==> src/rtl/pll_supervisor_pkg.sv <==
// Shared types and defaults for the PLL lock supervisor and its helpers.
package pll_supervisor_pkg;

    localparam int unsigned DEFAULT_SYNC_STAGES   = 2;
    localparam int unsigned DEFAULT_STABLE_CYCLES = 1024;
    localparam int unsigned DEFAULT_CNT_W         = 8;

    typedef enum logic [1:0] {
        WAIT   = 2'd0,
        STABLE = 2'd1,
        RUN    = 2'd2,
        LOST   = 2'd3
    } state_e;

endpackage

==> src/rtl/pll_lock_supervisor_sync_ff.sv <==
// Multi-flop synchroniser for a single asynchronous bit; async active-low clear.
module sync_ff #(
    parameter int unsigned STAGES = 2
) (
    input  logic clk,
    input  logic rst_n,
    input  logic d_i,
    output logic q_o
);

    logic [STAGES-1:0] sync_q;

    always_ff @(posedge clk or negedge rst_n) begin
        if (!rst_n) begin
            sync_q <= '0;
        end else begin
            sync_q <= {sync_q[STAGES-2:0], d_i};
        end
    end

    assign q_o = sync_q[STAGES-1];

endmodule

==> src/rtl/pll_lock_supervisor.sv <==
// Qualifies PLL lock, releases the design reset after a stable window and reports lock loss.
// PLL_SUPERVISOR_LOSS_COUNTER_EN enables the saturating loss_count counter (tied to 0 otherwise).
module pll_lock_supervisor
    import pll_supervisor_pkg::*;
#(
    parameter int unsigned SYNC_STAGES   = DEFAULT_SYNC_STAGES,
    parameter int unsigned STABLE_CYCLES = DEFAULT_STABLE_CYCLES,
    parameter int unsigned CNT_W         = DEFAULT_CNT_W
) (
    input  logic             clk,
    input  logic             reset_n,
    input  logic             pll_locked,
    output logic             sys_reset_n,
    output logic             ready,
    output logic             lock_lost,
    output logic [CNT_W-1:0] loss_count
);

    localparam int unsigned SC_W = $clog2(STABLE_CYCLES);
    localparam logic [SC_W-1:0] SC_TERM = SC_W'(STABLE_CYCLES - 1);

    logic            locked_s;
    state_e          state_q, state_d;
    logic [SC_W-1:0] stable_cnt_q, stable_cnt_d;
    logic            sys_reset_n_q, sys_reset_n_d;
    logic            ready_q, ready_d;
    logic            lock_lost_q, lock_lost_d;

    sync_ff #(
        .STAGES (SYNC_STAGES)
    ) u_lock_sync (
        .clk   (clk),
        .rst_n (reset_n),
        .d_i   (pll_locked),
        .q_o   (locked_s)
    );

    // Terminal compare precedes the increment, so stable_cnt never wraps.
    always_comb begin
        state_d      = state_q;
        stable_cnt_d = stable_cnt_q;
        unique case (state_q)
            WAIT: begin
                stable_cnt_d = '0;
                if (locked_s) begin
                    state_d = STABLE;
                end
            end
            STABLE: begin
                if (!locked_s) begin
                    stable_cnt_d = '0;
                    state_d      = WAIT;
                end else if (stable_cnt_q == SC_TERM) begin
                    state_d = RUN;
                end else begin
                    stable_cnt_d = stable_cnt_q + SC_W'(1);
                end
            end
            RUN: begin
                if (!locked_s) begin
                    state_d = LOST;
                end
            end
            LOST: begin
                state_d = WAIT;
            end
            default: begin
                state_d = WAIT;
            end
        endcase

        sys_reset_n_d = (state_d == RUN);
        ready_d       = (state_d == RUN);
        lock_lost_d   = (state_d == LOST);
    end

    always_ff @(posedge clk or negedge reset_n) begin
        if (!reset_n) begin
            state_q       <= WAIT;
            stable_cnt_q  <= '0;
            sys_reset_n_q <= 1'b0;
            ready_q       <= 1'b0;
            lock_lost_q   <= 1'b0;
        end else begin
            state_q       <= state_d;
            stable_cnt_q  <= stable_cnt_d;
            sys_reset_n_q <= sys_reset_n_d;
            ready_q       <= ready_d;
            lock_lost_q   <= lock_lost_d;
        end
    end

    assign sys_reset_n = sys_reset_n_q;
    assign ready       = ready_q;
    assign lock_lost   = lock_lost_q;

`ifdef PLL_SUPERVISOR_LOSS_COUNTER_EN
    logic [CNT_W-1:0] loss_count_q, loss_count_d;

    // Count each entry into LOST, holding at all-ones.
    always_comb begin
        loss_count_d = loss_count_q;
        if ((state_d == LOST) && (loss_count_q != '1)) begin
            loss_count_d = loss_count_q + CNT_W'(1);
        end
    end

    always_ff @(posedge clk or negedge reset_n) begin
        if (!reset_n) begin
            loss_count_q <= '0;
        end else begin
            loss_count_q <= loss_count_d;
        end
    end

    assign loss_count = loss_count_q;
`else
    assign loss_count = '0;
`endif

endmodule

==> config.mk <==
export PLATFORM = sky130hd
export DESIGN_NAME = pll_lock_supervisor
export DESIGN_NICKNAME = d
export VERILOG_FILES = /design/src/rtl/pll_supervisor_pkg.sv /design/src/rtl/pll_lock_supervisor_sync_ff.sv /design/src/rtl/pll_lock_supervisor.sv
export SDC_FILE = /design/constraint.sdc
export NUM_CORES = 1
export LEC_CHECK = 0
export CAP_MARGIN = 20
export CORE_MARGIN = 4
export CORE_UTILIZATION = 55
export DETAILED_ROUTE_END_ITERATION = 8
export PLACE_DENSITY = 0.84
export SYNTH_ARGS = -nofsm -noshare
export SYNTH_HDL_FRONTEND = slang
export SYNTH_SLANG_ARGS = --single-unit
==> constraint.sdc <==
create_clock -name clk -period 3.4 [get_ports clk]
set_input_delay 0.51 -clock clk [delete_from_list [all_inputs] [get_ports clk]]
set_output_delay 0.51 -clock clk [all_outputs]
set_load 0.005 [all_outputs]
==> results by group, run 1 <==
Die
  – Die ar.: 0.00233 sq mm
  – Total core area: between 0.0015 and 0.002 sq mm
  – DIE WIDTH: ~48 um
  – DIE HEIGHT: 48.3 um
  – IO Pins: 14
  – Row count: 14
  – Starting Density: 58.5%

Synth
  – Area share of the largest cell type after synthesis: 44.9%
  – Mapped cell area: 892 sq um
  – Compound-Gate Fraction of Synth Area: ~19%
  – Ys async rst share: 100%
  – Post-Synth Simple-Gate Area: 22.9%
  – XOR/XNOR Fraction of Synth Area: 0.982%
  – Top_reg_cell synth: dfrtp_1
  – Ys Warns: 0
  – Top cells by area, synth: dfrtp_1, buf_4, nand2_1
  – Cell count after synthesis: 89
  – Post-synth EDFFs: 0
  – Post-synthesis sequential area ratio: approximately 45%
  – Seq cells post-synth: 16
  – Post-synthesis mux area share: 0%
  – Largest family of logic cells by synthesized area: simple AND/OR/NAND/NOR gates
  – Area leader, netlist: dfrtp_1
  – Mean Syn Cell Area: 10.0 sq um
  – Synth unique cells: 40
  – Adder-Cell Fraction of Synth Area: 1.40%

Routing
  – Via count: 680
  – Post-DR vias/cell: 6.30
  – DRT Wirelength: 1750 um
  – Initial drt markers: 42
  – Met2 WL: 869 um
  – DRC errors left: 0
  – Antenna-violating nets left: 0
  – DR WL/cell: ~16 um
  – DRT met1 WL: roughly 700 um
  – Met3 WL: 157 um
  – Top sig layer: met4
  – 1st-pass router iterations: 4

GRT
  – Initial antenna violation count: 0
  – GRT Total Usage: between 10% and 20%
  – Via count of the first global-routing pass: a little over 600
  – Global-route wire length before repair: 2930 um
  – Largest net degree at the start of global routing: 17
  – GR Overflow Total: 0

STA
  – Achievable Freq: ~580 MHz
  – Final worst-path cycle share: 50.5%
  – Fin Setup TNS: 0 ns
  – Worst clock skew: 0.00785 ns
  – Hold Vio Cnt, Final: 0
  – Final setup viols: 0
  – Rel. slew slack: 53.0%
  – Unrepaired setup endpoints after global routing: false
  – Tmin final: 1.72 ns
  – Fin Hold WS: between 0.3 and 0.4 ns
  – Pins over their slew limit: 0
  – Worst Max-Slew Pin Slew: 0.703 ns

Clocking
  – Worst-Skew Late Latency: 0.29 ns
  – CTS tree: built
  – CTS sink cnt: 16
  – Post-CTS Setup Bufs: 0
  – Clk slew on worst S/H paths: 0.10 ns
  – Max clock buf depth: 2
  – CTS resizes: 0
  – Clock Tree Root: clkbuf_4
  – H-tree Lvls: 1
  – CTS Buf Count: 3
  – CTS Hold Bufs: 0

Setup path
  – Max incr delay on CP: 0.42 ns
  – CP startpoint kind: flip-flop
  – Crit Path Category: flip-flop to flip-flop
  – CP max stage cell: dfrtp_1
  – CP required: about 3.6 ns
  – Critical Path, Cell by Cell: ha_1 -> nand2_1 -> nor3_4 -> nor2_1 -> a221oi_1
  – Worst path buffer plus inverter count: 0
  – Crit path max fanout: 5
  – Nature of the critical path endpoint: flip-flop
  – Crit path arrival time: 1.90 ns
  – Cell family with most CP delay: simple AND/OR/NAND/NOR gates

Place
  – Dpl hpwl: 1260 um
  – Port buffer count: 5
  – RePlAce Congestion: 0.821

Power
  – Pleak: between 0.4 and 0.5 nW
  – VDD IR max: 0.000273 V
  – Pwr dens: 365 mW/mm^2
  – Tot Pwr: 344 uW

Finish
  – Register area: 400 sq um
  – Final net count: between 90 and 100
  – Multi-input logic area: 427 sq um
  – Diodes inserted: 0
  – Filler cells: 127
  – Layout cells sized above 1: 12.0%
  – Area added between synthesis and finish: 5.47%

Hold path
  – Min-delay worst type: flip-flop to flip-flop

Run
  – Max_cap viols: 0

Outcome
  – Status: finished clean
-- where the power goes --
group | switching [mW] | total, mW | internal (mW)
clock | 0.0610 | 0.126 | 0.0653
combinational | 0.0121 | 0.0193 | 0.00722
sequential | 0.00432 | 0.198 | 0.194
total | 0.0774 | 0.344 | 0.266
-- final timing paths --
check | endpoint | start | cells past startpoint | slack (ns)
worst max-delay path | stable_cnt_q[4] | stable_cnt_q[0] | 5 | 1.68
worst min-delay path | u_lock_sync.sync_q[1] | u_lock_sync.sync_q[0] | 0 | 0.36
worst max register to register | stable_cnt_q[4] | stable_cnt_q[0] | 5 | 1.68
worst min register to register | u_lock_sync.sync_q[1] | u_lock_sync.sync_q[0] | 0 | 0.36
max in group asynchronous | ready | reset_n | 1 | 2.32
min in group asynchronous | state_q[0] | reset_n | 1 | 0.63
-- sequential cells by signal, summed over array words and instances, names as in the netlist --
signal,cells
stable_cnt_q,10
state_q,2
u_lock_sync.sync_q,2
lock_lost,1
ready,1
-- metrics by stage --
step	cells	setup slack (ns)	utilization, %	instance area, sq um
CTS	108	1.72	61.7	941
detailed placement	104	1.76	59.4	905
global route	108	1.57	61.7	941
finish	108	1.68	61.7	941
global placement	104	1.82	59.4	905
floorplan	96	1.95	-	918
-- cell usage after synthesis (2+ instances only) --
library cell and number:
nand3_1 5, a21o_1 2, nand4_1 2, clkbuf_1 3
a21oi_1 4, buf_4 9, dfrtp_1 16, inv_1 2
nor2_1 4, nand2_1 8, a41oi_1 3, nor3_1 2
a31oi_1 2
-- placed cells by master (no fill, tap or decap), drive strengths merged, types with 2 or more instances in the layout --
master / instances
a21oi: 4
nand3: 6
nor3: 3
a31oi: 2
nand2: 8
clkbuf: 4
nor2: 4
a21o: 2
nand4: 3
o21ai: 2
dfrtp: 16
a41oi: 3
inv: 2
conb: 8
or3: 2
clkdlybuf4s50: 5
-- final cells by class --
cell class                 instances  area share, %
multi-input combinational         65           45.3
sequential                        16           42.6
tap                               16           2.13
timing repair buffer               5           5.32
inverter                           2          0.798
clock buffer                       4           3.86
-- metal layers --
metal	global-route usage [%]	vias up
met5	0	-
met4	8.06	0
met3	3.69	5
met2	27.6	43
met1	26.5	313
li1	-	319
-- cell families after synthesis --
group	Yosys count
AND/OR/NAND/NOR	32
other	1
buffers and inverters	15
flip-flops	16
adder cells (fa/ha/maj)	1
XOR/XNOR	1
AO/OA/AOI/OAI	23
Power figures use the tool's default switching activity.
==> inputs of run 2 (changes only) <==
--- a/config.mk
+++ b/config.mk
@@ -7,9 +7,9 @@
 export LEC_CHECK = 0
 export CAP_MARGIN = 20
 export CORE_MARGIN = 4
-export CORE_UTILIZATION = 55
+export CORE_UTILIZATION = 51
 export DETAILED_ROUTE_END_ITERATION = 8
-export PLACE_DENSITY = 0.84
+export PLACE_DENSITY = 0.79
 export SYNTH_ARGS = -nofsm -noshare
 export SYNTH_HDL_FRONTEND = slang
 export SYNTH_SLANG_ARGS = --single-unit
==> constraint.sdc (replaced) <==
create_clock -name clk -period 1.7 [get_ports clk]
set_input_delay 0.255 -clock clk [delete_from_list [all_inputs] [get_ports clk]]
set_output_delay 0.255 -clock clk [all_outputs]
set_load 0.005 [all_outputs]
==> results by group, run 2 (synthesized netlist as in run 1, its figures left out) <==
STA
  – Fin Hold WS: 0.265 ns
  – Hold Vio Cnt, Final: 0
  – Pins over their slew limit: 0
  – Worst clock skew: 0.00436 ns
  – Final worst-path cycle share: between 90 and 100%
  – Final setup viols: 0
  – Tmin final: 1.58 ns
  – Fin Setup TNS: 0 ns
  – Unrepaired setup endpoints after global routing: false
  – Achievable Freq: 632 MHz

Clocking
  – H-tree Lvls: 1
  – Worst-Skew Late Latency: slightly below 0.3 ns
  – CTS sink cnt: 16
  – Clk slew on worst S/H paths: 0.09 ns
  – Max clock buf depth: 2
  – Clock Tree Root: clkbuf_4
  – CTS tree: built
  – CTS Buf Count: 3

Finish
  – Most frequent cells in the layout: dfrtp_1, nand2_1, conb_1
  – Final Instance Count excl. Fillers: 113
  – Area added between synthesis and finish: 9.96%
  – Final net count: 102
  – Top Registers: stable_cnt_q: 10 flops, state_q: 2 flops, u_lock_sync.sync_q: 2 flops
  – Layout cells sized above 1: 17.5%
  – Leading cell type in the layout, fill and taps excluded: dfrtp_1
  – Diodes inserted: 0
  – Biggest register: stable_cnt_q
  – Largest register FFs: 10

GRT
  – Busiest metal layer after global routing: met2
  – Global-route met3 utilization: 3.01%
  – Global-route wire length before repair: 2860 um
  – GRT Total Usage: roughly 15%
  – Largest net degree at the start of global routing: 17
  – Global-route met2 utilization: 23.8%
  – M1 GR Usage: 19.2%
  – Via count of the first global-routing pass: 613
  – GR Overflow Total: 0
  – Initial antenna violation count: 0

Place
  – Dpl hpwl: between 1000 and 1500 um
  – RePlAce Congestion: 0.903
  – Placed cells: 108
  – Port buffer count: 5

Hold path
  – Min-delay worst type: primary input to asynchronous set/reset pin

Outcome
  – Status: finished clean

Setup path
  – Nature of the critical path endpoint: flip-flop
  – CP required: 1.94 ns
  – Crit path arrival time: between 1.5 and 2 ns
  – Crit Path Category: flip-flop to flip-flop
  – Critical Path, Cell by Cell: ha_2 -> nand2_1 -> or3_4 -> o21ai_1 -> a32o_1
  – Max incr delay on CP: 0.42 ns
  – Crit path max fanout: 5
  – CP startpoint kind: flip-flop
  – CP max stage cell: or3_4

Power
  – Pleak: 0.467 nW
  – Pwr dens: just over 700 mW/mm^2
  – VDD IR max: around 0.0005 V

Die
  – Total core area: 0.00158 sq mm
  – Starting Density: 56.6%
  – Row count: 14
  – DIE HEIGHT: 49.8 um
  – DIE WIDTH: 49.8 um
  – IO Pins: 14
  – Die ar.: about 0.0025 sq mm

Routing
  – 1st-pass router iterations: 5
  – DRT Wirelength: between 1500 and 2000 um
  – Via count: between 600 and 700
  – Antenna-violating nets left: 0
  – Post-DR vias/cell: between 6 and 7
  – DR WL/cell: roughly 16 um
  – DRC errors left: 0
  – Initial drt markers: 35

Run
  – Max_cap viols: 0
==> run 2: changes by cell type in the layout (fill, tap and decap cells not counted), sizes merged <==
cell / delta
buf: +5
==> run 2: final cells by class <==
type | count | area, sq um
well taps | 16 | 20.0
flip-flops and latches | 16 | 400
fillers | 130 | 596
repair buffers | 10 | 87.6
clock buffers | 4 | 36.3
inverters | 2 | 7.51
multi-input cells | 65 | 429
==> run 2: worst max-delay path, delay by kind of cell, from the launching register on <==
family          cells  cell delay [ns]
fa+ha+maj           1             0.23
simple gates        2             0.53
flops               1             0.41
compound gates      2             0.36
==> run 2: repair_timing <==
item	in CTS	in global routing
gates resized for setup	0	1
endpoints found under the setup margin	0	4
buffers inserted	0	1
hold buffers	0	0
hold endpoints to repair	0	0
==> run 2: where the power goes <==
group	internal [mW]	leakage [nW]	switching (mW)
clock	0.131	0.0210	0.124
sequential	0.388	0.215	0.00779
combinational	0.0187	0.232	0.0267
==> run 2: final timing paths <==
| check | to | slack [ns] | cells after the start | start |
|---|---|---|---|---|
| max | stable_cnt_q[1] | 0.12 | 5 | stable_cnt_q[1] |
| max reg2reg | stable_cnt_q[1] | 0.12 | 5 | stable_cnt_q[1] |
| max in group asynchronous | stable_cnt_q[0] | 1.25 | 2 | reset_n |
| min | state_q[1] | 0.27 | 2 | reset_n |
| min in group clk | u_lock_sync.sync_q[1] | 0.36 | 0 | u_lock_sync.sync_q[0] |
| min reg2reg | u_lock_sync.sync_q[1] | 0.36 | 0 | u_lock_sync.sync_q[0] |
==> run 2: stage by stage <==
step                      area, sq um  utilization [%]  setup WS (ns)  power [mW]
final                             981             62.2          0.118       0.695
after detailed placement          935             59.3          0.105       0.444
after global routing              981             62.2         0.0209       0.730
after CTS                         971             61.6         0.0869       0.701
after floorplan                   918                -          0.250       0.438
after global placement            935             59.3          0.124       0.444
==> run 2: per-layer routing <==
metal	up-vias	part of all wire [%]
met2	32	46
met4	0	2.6
met3	7	7.7
met5	-	0
met1	325	44
li1	329	-
